`config.mk`:
```
export PLATFORM = sky130hd
export DESIGN_NAME = alu_stage
export DESIGN_NICKNAME = d
export VERILOG_FILES = /design/src/rtl/alu_stage.sv
export SDC_FILE = /design/constraint.sdc
export NUM_CORES = 1
export LEC_CHECK = 0
export CORE_UTILIZATION = 33
export CTS_BUF_LIST = sky130_fd_sc_hd__clkbuf_4
export CTS_CLUSTER_DIAMETER = 30
export DETAILED_ROUTE_END_ITERATION = 10
export GPL_TIMING_DRIVEN = 0
export PLACE_DENSITY = 0.53
export SLEW_MARGIN = 20
export SYNTH_ARGS = -nofsm -noshare
export SYNTH_HDL_FRONTEND = slang
export SYNTH_SLANG_ARGS = --single-unit
```
`constraint.sdc`:
```
create_clock -name clk -period 4.99 [get_ports clk]
set_input_delay 1.2475 -clock clk [delete_from_list [all_inputs] [get_ports clk]]
set_output_delay 1.2475 -clock clk [all_outputs]
set_load 0.05 [all_outputs]
```
`src/rtl/alu_stage.sv`:
```
// Single-cycle RV32I execute stage: operands in, registered result/flags/next-PC out.
// Optional macro ALU_BRANCH_EN enables branch/jump target computation on newPC.
module alu_stage (
  input  logic        clk,
  input  logic        rst,
  input  logic [31:0] regdataA,
  input  logic [31:0] regdataB,
  input  logic [31:0] PC,
  input  logic [31:0] immediate,
  input  logic [2:0]  itype,
  input  logic [6:0]  opcode,
  input  logic [2:0]  funct3,
  input  logic [6:0]  funct7,
  input  logic [4:0]  regdest,
  input  logic        iOrR,
  output logic [31:0] result,
  output logic [2:0]  flags,
  output logic [31:0] newPC,
  output logic [4:0]  regdestOut,
  output logic [2:0]  funct3Out,
  output logic [6:0]  funct7Out,
  output logic [6:0]  opcodeOut
);

  localparam logic [6:0] OP_R      = 7'b0110011;
  localparam logic [6:0] OP_I      = 7'b0010011;
  localparam logic [6:0] OP_LOAD   = 7'b0000011;
  localparam logic [6:0] OP_STORE  = 7'b0100011;
  localparam logic [6:0] OP_LUI    = 7'b0110111;
  localparam logic [6:0] OP_AUIPC  = 7'b0010111;
  localparam logic [6:0] OP_JAL    = 7'b1101111;
  localparam logic [6:0] OP_JALR   = 7'b1100111;
`ifdef ALU_BRANCH_EN
  localparam logic [6:0] OP_BRANCH = 7'b1100011;
`endif

  logic [31:0] opB, alu_res, pc4;
  logic [4:0]  shamt;
  logic        lt_s, lt_u, eq;
  logic [31:0] result_d, newpc_d;
  logic [2:0]  flags_d;

  logic [31:0] result_q, newpc_q;
  logic [2:0]  flags_q, funct3_q;
  logic [6:0]  funct7_q, opcode_q;
  logic [4:0]  regdest_q;

  assign opB   = iOrR ? immediate : regdataB;
  assign shamt = opB[4:0];
  assign pc4   = PC + 32'd4;
  assign eq    = (regdataA == regdataB);
  assign lt_s  = ($signed(regdataA) < $signed(regdataB));
  assign lt_u  = (regdataA < regdataB);

  always_comb begin
    alu_res = 32'd0;
    case (funct3)
      3'd0: alu_res = (funct7[5] && !iOrR) ? regdataA - opB : regdataA + opB;
      3'd1: alu_res = regdataA << shamt;
      3'd2: alu_res = {31'd0, $signed(regdataA) < $signed(opB)};
      3'd3: alu_res = {31'd0, regdataA < opB};
      3'd4: alu_res = regdataA ^ opB;
      3'd5: alu_res = funct7[5] ? 32'($signed(regdataA) >>> shamt) : regdataA >> shamt;
      3'd6: alu_res = regdataA | opB;
      3'd7: alu_res = regdataA & opB;
      default: alu_res = 32'd0;
    endcase
  end

  always_comb begin
    result_d = 32'd0;
    flags_d  = {lt_u, lt_s, eq};
    newpc_d  = pc4;
    case (opcode)
      OP_R, OP_I:         result_d = alu_res;
      OP_LOAD, OP_STORE:  result_d = regdataA + immediate;
      OP_LUI:             result_d = immediate;
      OP_AUIPC:           result_d = PC + immediate;
      OP_JAL, OP_JALR:    result_d = pc4;
      default:            result_d = 32'd0;
    endcase
`ifdef ALU_BRANCH_EN
    // Target selection; branch compares use the raw register operands.
    case (opcode)
      OP_JAL:  newpc_d = PC + immediate;
      OP_JALR: newpc_d = (regdataA + immediate) & ~32'd1;
      OP_BRANCH: begin
        case (funct3)
          3'd0:    newpc_d = eq    ? PC + immediate : pc4;
          3'd1:    newpc_d = !eq   ? PC + immediate : pc4;
          3'd4:    newpc_d = lt_s  ? PC + immediate : pc4;
          3'd5:    newpc_d = !lt_s ? PC + immediate : pc4;
          3'd6:    newpc_d = lt_u  ? PC + immediate : pc4;
          3'd7:    newpc_d = !lt_u ? PC + immediate : pc4;
          default: newpc_d = pc4;
        endcase
      end
      default: newpc_d = pc4;
    endcase
`endif
  end

  always_ff @(posedge clk or posedge rst) begin
    if (rst) begin
      result_q  <= 32'd0;
      flags_q   <= 3'd0;
      newpc_q   <= 32'd0;
      regdest_q <= 5'd0;
      funct3_q  <= 3'd0;
      funct7_q  <= 7'd0;
      opcode_q  <= 7'd0;
    end else begin
      result_q  <= result_d;
      flags_q   <= flags_d;
      newpc_q   <= newpc_d;
      regdest_q <= regdest;
      funct3_q  <= funct3;
      funct7_q  <= funct7;
      opcode_q  <= opcode;
    end
  end

  assign result     = result_q;
  assign flags      = flags_q;
  assign newPC      = newpc_q;
  assign regdestOut = regdest_q;
  assign funct3Out  = funct3_q;
  assign funct7Out  = funct7_q;
  assign opcodeOut  = opcode_q;

  logic unused_itype;
  assign unused_itype = ^itype;

endmodule

```
==> impl_metrics.py, run 1 <==
metrics = {
    "status": {
        "outcome": "finished with violations",
        "violations": "negative setup slack",
    },
    "timing": {
        "post-route-min-period_ns": 5.09,
        "finalHoldViolCount": 0,
        "finalSetupTns_ns": -0.115,
        "fmax_mhz": 197,
        "setup_viol": 2,
        "hold_ws_ns": 0.863,
        "timing.final.crit_share": 1.02,
        "slew_viol_final": 0,
        "setup_slack_ns": -0.0987,
        "max-slew-margin-rel": 0.316,
        "rsz0062_at_grt": "false",
        "worst_slew_pin_slew_ns": 1.02,
    },
    "power": {
        "power_frac_comb": 0.654,
        "p_int_mw": 1.74,
        "p_sw_frac": 0.516,
        "ir_drop_mv": 0.108,
        "p_leak_nw": 7.99,
        "pwr_density_cell_nw_per_um2": 191,
        "p_total_mw": 3.59,
        "p_sw_mw": 1.85,
        "pwr-share-clk": 0.133,
        "p_seq_frac": 0.212,
    },
    "worst_setup_path": {
        "critPathLaunch": "immediate[2]",
        "cp_max_fo": 10,
        "cp-end-kind": "flip-flop",
        "crit_type": "in2reg",
        "cp-start-kind": "input port",
        "cp.required_ns": 5.35,
        "arrival_ns": 5.45,
    },
    "synthesis": {
        "synth-xor-area-share": 0.0498,
        "synth_edf_count": 0,
        "synth-async-reset-ratio": 1.00,
        "ys_seq_area_frac": 0.151,
        "ys_ff_latch": 89,
        "synth_warnings": 0,
        "synth_area_um2": 14800,
        "synth_cell_types": 89,
        "synth_compound_gate_area_share": 0.317,
        "muxShareOfSynthArea": 0.0902,
        "yosys.area_share.simple": 0.179,
        "avgSynthCellArea_um2": 7.27,
        "synthAdderAreaFrac": 0.140,
        "syn-instance-count": 2034,
        "synth_top_family_by_area": "compound AO/OA/AOI/OAI gates",
        "syn_nets": 2354,
        "ys.flop_type": "dfrtp_1",
    },
    "placed_design": {
        "gp_congestion": 1.03,
        "post-place-ws_ns": -2.43,
        "place_hpwl_um": 71200,
        "placed_area_um2": 18000,
        "numPortBuffers": 240,
    },
    "drt": {
        "drt_first_iter_violations": 1660,
        "vias_per_cell": 6.10,
        "wl_per_cell_um": 29.7,
        "route.detailed.drc": 0,
        "vias": 17700,
        "detail-route-antenna-nets": 0,
        "wl_um": 86000,
        "dr.pass1.iters": 10,
    },
    "final_layout": {
        "syn2layout_area_growth_pct": 27.3,
        "register_area_um2": 2230,
        "layout-drive-gt1-share": 0.0881,
        "final_common_cell": "clkdlybuf4s50_1",
        "final_cell_mix": "clkdlybuf4s50_1 (229), nor2_1 (200), nand2_1 (188)",
        "final_nets": 2618,
        "multi_input_area_um2": 11900,
        "fillers": 4615,
        "fin_area_um2": 18800,
    },
    "floorplanning": {
        "dieHeight_um": 214,
        "die_x_um": 214,
        "start_util": 0.334,
        "core_area_um2": 44200,
        "die-area_um2": 45600,
        "io_pins": 245,
        "num_rows": 77,
    },
    "clocking": {
        "cts_root_buf": "clkbuf_4",
        "clkSinkCount": 89,
        "cts.htree.levels": 3,
        "cts_tree": "yes",
        "cts.path.max_buffers": 2,
        "cts_buffers": 9,
        "clkTransAtPathRegs_ns": 0.17,
    },
    "global_route": {
        "first_global_vias": 17300,
        "grt_pass1_wl_um": 122000,
        "antenna_found_initial": 2,
        "track_usage": 0.374,
        "overflow": 0,
        "grt_max_degree": 51,
    },
    "run": {
        "cap_violations": 0,
    },
    "worst_hold_path": {
        "min-delay-start": "opcode[1]",
        "min_path_type": "in2reg",
    },
}
==> sequential cells by signal (all words and copies together) (netlist names) <==
name,count
opcodeOut,7
newPC,32
flags,3
regdestOut,5
funct3Out,3
result,32
funct7Out,7
==> critical path, stage by stage <==
cell,delay [ns]
clkdlybuf4s50_1,0.52
mux2i_4,0.33
buf_4,0.26
buf_4,0.20
clkbuf_1,0.49
buf_1,0.61
o21ai_0,0.25
o21ai_0,0.53
a21oi_1,0.17
o41ai_1,0.53
o21ai_1,0.29
==> synthesized netlist by cell type, types with 5 or more instances <==
master	count	area, µm²
inv_1	135	507
nor4_1	8	50.1
nand2b_1	19	119
a211oi_1	29	218
mux2_2	31	349
xnor2_1	66	578
o311ai_1	6	52.6
clkbuf_1	84	315
mux4_2	8	180
o21ai_1	36	180
and3_1	14	87.6
o21bai_1	13	97.6
nor2b_1	15	93.8
ha_1	161	2010
o211ai_1	45	338
mux2i_1	78	781
nand3_1	42	210
a222oi_1	21	210
o21ai_0	173	866
nand2_1	189	709
nor2_1	203	762
o21a_1	43	323
and2_1	12	75.1
a21o_1	27	203
xor2_1	18	158
a31oi_1	35	219
nor3_1	29	145
o31ai_1	12	90.1
buf_1	17	63.8
a221oi_1	17	149
a21oi_1	176	881
dfrtp_1	89	2230
a311oi_1	5	43.8
a22oi_1	10	75.1
inv_2	7	26.3
or3_1	6	37.5
nand4_1	20	125
buf_2	21	105
a221o_1	6	60.1
o221ai_1	12	105
==> cell families after synthesis <==
group,after synthesis
AOI/OAI and AO/OA,723
and+or+nand+nor,584
buffers and inverters,272
adders and majority gates,164
muxes,118
DFF,89
xor gates and xnor gates,84
==> through the flow <==
stage,std cells,utilization
4_1_cts,2894,0.421
3_3_place_gp,2866,0.405
5_1_grt,2896,0.426
2_1_floorplan,2034,-
6_report,2896,0.426
3_5_place_dp,2867,0.406
==> area by class of cell <==
cell class | count | share of cell area
diodes | 1 | 0.000133
inverters | 144 | 0.0295
plain buffers | 116 | 0.0312
clock buffers | 9 | 0.00359
well taps | 592 | 0.0394
multi-input cells | 1673 | 0.631
flip-flops and latches | 89 | 0.118
clock inverters | 7 | 0.00505
repair buffers | 265 | 0.142
==> timing repair <==
| item | CTS | global route |
|---|---|---|
| setup buffers | 16 | 8 |
| resized for setup | 83 | 57 |
| hold endpoints to repair | 0 | 0 |
| setup endpoints to repair | 28 | 19 |
| pin swaps | 10 | 22 |
| hold buffers | 0 | 0 |
==> metal layers <==
| layer | GRT usage | vias to the layer above | part of all wire |
|---|---|---|---|
| met5 | 0 | - | 0 |
| met4 | 0.194 | 0 | 0.058 |
| met3 | 0.0463 | 201 | 0.072 |
| met2 | 0.628 | 963 | 0.46 |
| met1 | 0.468 | 8557 | 0.41 |
| li1 | - | 7952 | - |
==> final timing paths <==
kind / endpoint / slack, ns / depth (start not counted)
min in group asynchronous: newPC[23] / 1.08 / 2
min: opcodeOut[1] / 0.86 / 1
max in group asynchronous: result[7] / 3.26 / 3
max: result[18] / -0.1 / 11
==> power groups by stage <==
| stage | sequential [mW] | clock, mW | combinational [mW] |
|---|---|---|---|
| finish | 0.763 | 0.478 | 2.35 |
| CTS | 0.763 | 0.502 | 2.24 |
| global route | 0.767 | 0.527 | 2.48 |
| detailed placement | 0.777 | 0 | 2.17 |
| floorplan | 0.898 | 0 | 1.20 |
| global placement | 0.777 | 0 | 2.17 |
Power figures use the tool's default switching activity.
==> run 2: changes to the inputs <==
--- a/config.mk
+++ b/config.mk
@@ -11,7 +11,6 @@
 export DETAILED_ROUTE_END_ITERATION = 10
 export GPL_TIMING_DRIVEN = 0
 export PLACE_DENSITY = 0.53
-export SLEW_MARGIN = 20
 export SYNTH_ARGS = -nofsm -noshare
 export SYNTH_HDL_FRONTEND = slang
 export SYNTH_SLANG_ARGS = --single-unit
==> impl_metrics.py, run 2 (synthesized netlist as in run 1, its figures left out) <==
metrics = {
    "power": {
        "p_seq_frac": 0.212,
        "p_leak_nw": 7.99,
        "p_int_mw": 1.74,
        "p_total_mw": 3.60,
        "p_sw_frac": 0.516,
        "pwr_density_cell_nw_per_um2": 191,
        "power_frac_comb": 0.652,
        "pwr-share-clk": 0.136,
        "p_sw_mw": 1.86,
        "ir_drop_mv": 0.125,
    },
    "clocking": {
        "clkSinkCount": 89,
        "cts_buffers": 9,
        "cts_root_buf": "clkbuf_4",
        "cts.path.max_buffers": 2,
        "cts.htree.levels": 3,
        "cts_tree": "yes",
        "clkTransAtPathRegs_ns": 0.17,
        "cts.hold.buffers_added": 0,
    },
    "drt": {
        "route.detailed.drc": 0,
        "detail-route-antenna-nets": 0,
        "wl_per_cell_um": 29.6,
        "dr.pass1.iters": 9,
        "vias": 17800,
        "drt_first_iter_violations": 1761,
        "wl_um": 86000,
        "vias_per_cell": 6.14,
    },
    "status": {
        "violations": "negative setup slack",
        "outcome": "finished with violations",
    },
    "floorplanning": {
        "start_util": 0.334,
        "num_rows": 77,
        "dieHeight_um": 214,
        "core_area_um2": 44200,
        "die-area_um2": 45600,
        "io_pins": 245,
        "die_x_um": 214,
    },
    "run": {
        "cap_violations": 0,
    },
    "timing": {
        "timing.final.crit_share": 1.02,
        "setup_viol": 1,
        "finalHoldViolCount": 0,
        "setup_slack_ns": -0.0780,
        "post-route-min-period_ns": 5.07,
        "slew_viol_final": 0,
        "max-slew-margin-rel": 0.236,
        "worst_slew_pin_slew_ns": 1.14,
        "fmax_mhz": 197,
    },
    "placed_design": {
        "dp_cells": 2867,
        "post-place-ws_ns": -2.51,
        "place_hpwl_um": 71100,
        "gp_congestion": 1.03,
        "numPortBuffers": 240,
    },
    "worst_setup_path": {
        "cp_max_fo": 10,
        "arrival_ns": 5.44,
        "cp-start-kind": "input port",
        "cp.required_ns": 5.37,
        "crit_type": "in2reg",
        "cp-end-kind": "flip-flop",
    },
    "worst_hold_path": {
        "hold_depth": 1,
        "min_path_type": "in2reg",
        "min_to": "opcodeOut[6]",
        "min-delay-start": "opcode[6]",
    },
    "final_layout": {
        "layout-drive-gt1-share": 0.0897,
        "fillers": 4617,
        "finalNonFillerCells": 2903,
        "multi_input_area_um2": 11900,
        "register_area_um2": 2230,
        "final_cell_mix": "clkdlybuf4s50_1 (231), nor2_1 (201), nand2_1 (188)",
        "final_common_cell": "clkdlybuf4s50_1",
        "post-route-util": 0.426,
        "syn2layout_area_growth_pct": 27.4,
        "final_nets": 2623,
    },
    "global_route": {
        "grt_max_degree": 69,
        "overflow": 0,
        "antenna_found_initial": 3,
        "grt_pass1_wl_um": 121000,
        "track_usage": 0.372,
        "first_global_vias": 17300,
    },
}
run 2: changes by cell type in the layout (fill, tap and decap cells not counted), moves of 2 or more:
cell / delta
buf_2: +2
diode_2: +2
buf_4: +4
clkbuf_4: -2
dlymetal6s2s_1: -4
o21ai_0: -2
dlygate4sd2_1: +2
clkdlybuf4s50_1: +2
run 2: critical path, cell delays in order:
cell and delay (ns):
clkdlybuf4s50_1 0.50, mux2i_4 0.21, buf_12 0.15, buf_4 0.21
buf_4 0.26, buf_4 0.25, nand2_1 0.11, nand3_1 0.10
o21ai_1 0.11, mux2i_1 0.78, nand2_1 0.13, nand3_1 0.17
a21oi_1 0.19, o41ai_1 0.78, o21ai_2 0.24
run 2: metal layers:
metal  part of all wire  GRT usage
met5                  0          0
met4              0.062      0.214
met3              0.077     0.0451
met2               0.46      0.614
met1               0.40      0.467
run 2: per-stage QoR:
stage / hold slack (ns) / cell area [µm²] / TNS (ns)
finish: 0.907 / 18800 / -0.0780
global route: 0.876 / 18800 / -0.00719
CTS: 0.926 / 18600 / 0
detailed placement: 1.58 / 18000 / -52.65
global placement: 1.70 / 17900 / -57.65
floorplan: 1.28 / 14800 / 0
run 2: layout make-up:
cell class              instances  share of cell area
repair buffers                267               0.142
clock buffers                   9             0.00359
clock inverters                 7             0.00518
plain buffers                 119              0.0318
flip-flops and latches         89               0.118
diodes                          3            0.000399
inverters                     144              0.0294
well taps                     592              0.0393
multi-input cells            1673               0.630
run 2: power groups by stage:
stage / clock (mW) / combinational (mW) / sequential (mW)
floorplan: 0 / 1.20 / 0.898
global placement: 0 / 2.17 / 0.777
detailed placement: 0 / 2.16 / 0.777
CTS: 0.504 / 2.24 / 0.763
global route: 0.537 / 2.48 / 0.767
finish: 0.488 / 2.35 / 0.763
run 2: worst max path at each step:
| stage | startpoint | endpoint | slack (ns) | depth (start not counted) |
|---|---|---|---|---|
| 3_5_place_dp | immediate[2] | result[23] | -2.51 | 15 |
| 2_1_floorplan | iOrR | result[30] | 0.03 | 17 |
| 4_1_cts | immediate[4] | result[29] | 0.0001 | 17 |
| 6_report | immediate[0] | result[18] | -0.08 | 15 |
| 3_3_place_gp | immediate[3] | result[23] | -2.59 | 16 |
| 5_1_grt | regdataB[1] | result[31] | -0.007 | 17 |
run 2: timing repair:
| item | 4_1_cts | 5_1_grt |
|---|---|---|
| setup endpoints to repair | 32 | 15 |
| gates resized for setup | 93 | 46 |
| buffers inserted | 18 | 8 |
| endpoints found under the hold margin | 0 | 0 |
| pin swaps | 9 | 22 |
==> run 3: changes to the inputs <==
--- a/config.mk
+++ b/config.mk
@@ -10,6 +10,7 @@
 export CTS_CLUSTER_DIAMETER = 30
 export DETAILED_ROUTE_END_ITERATION = 10
 export GPL_TIMING_DRIVEN = 0
+export HOLD_SLACK_MARGIN = 0.15
 export PLACE_DENSITY = 0.53
 export SYNTH_ARGS = -nofsm -noshare
 export SYNTH_HDL_FRONTEND = slang
==> results of run 3 <==
No change in the layout: final DEF, timing and power equal those of run 2.
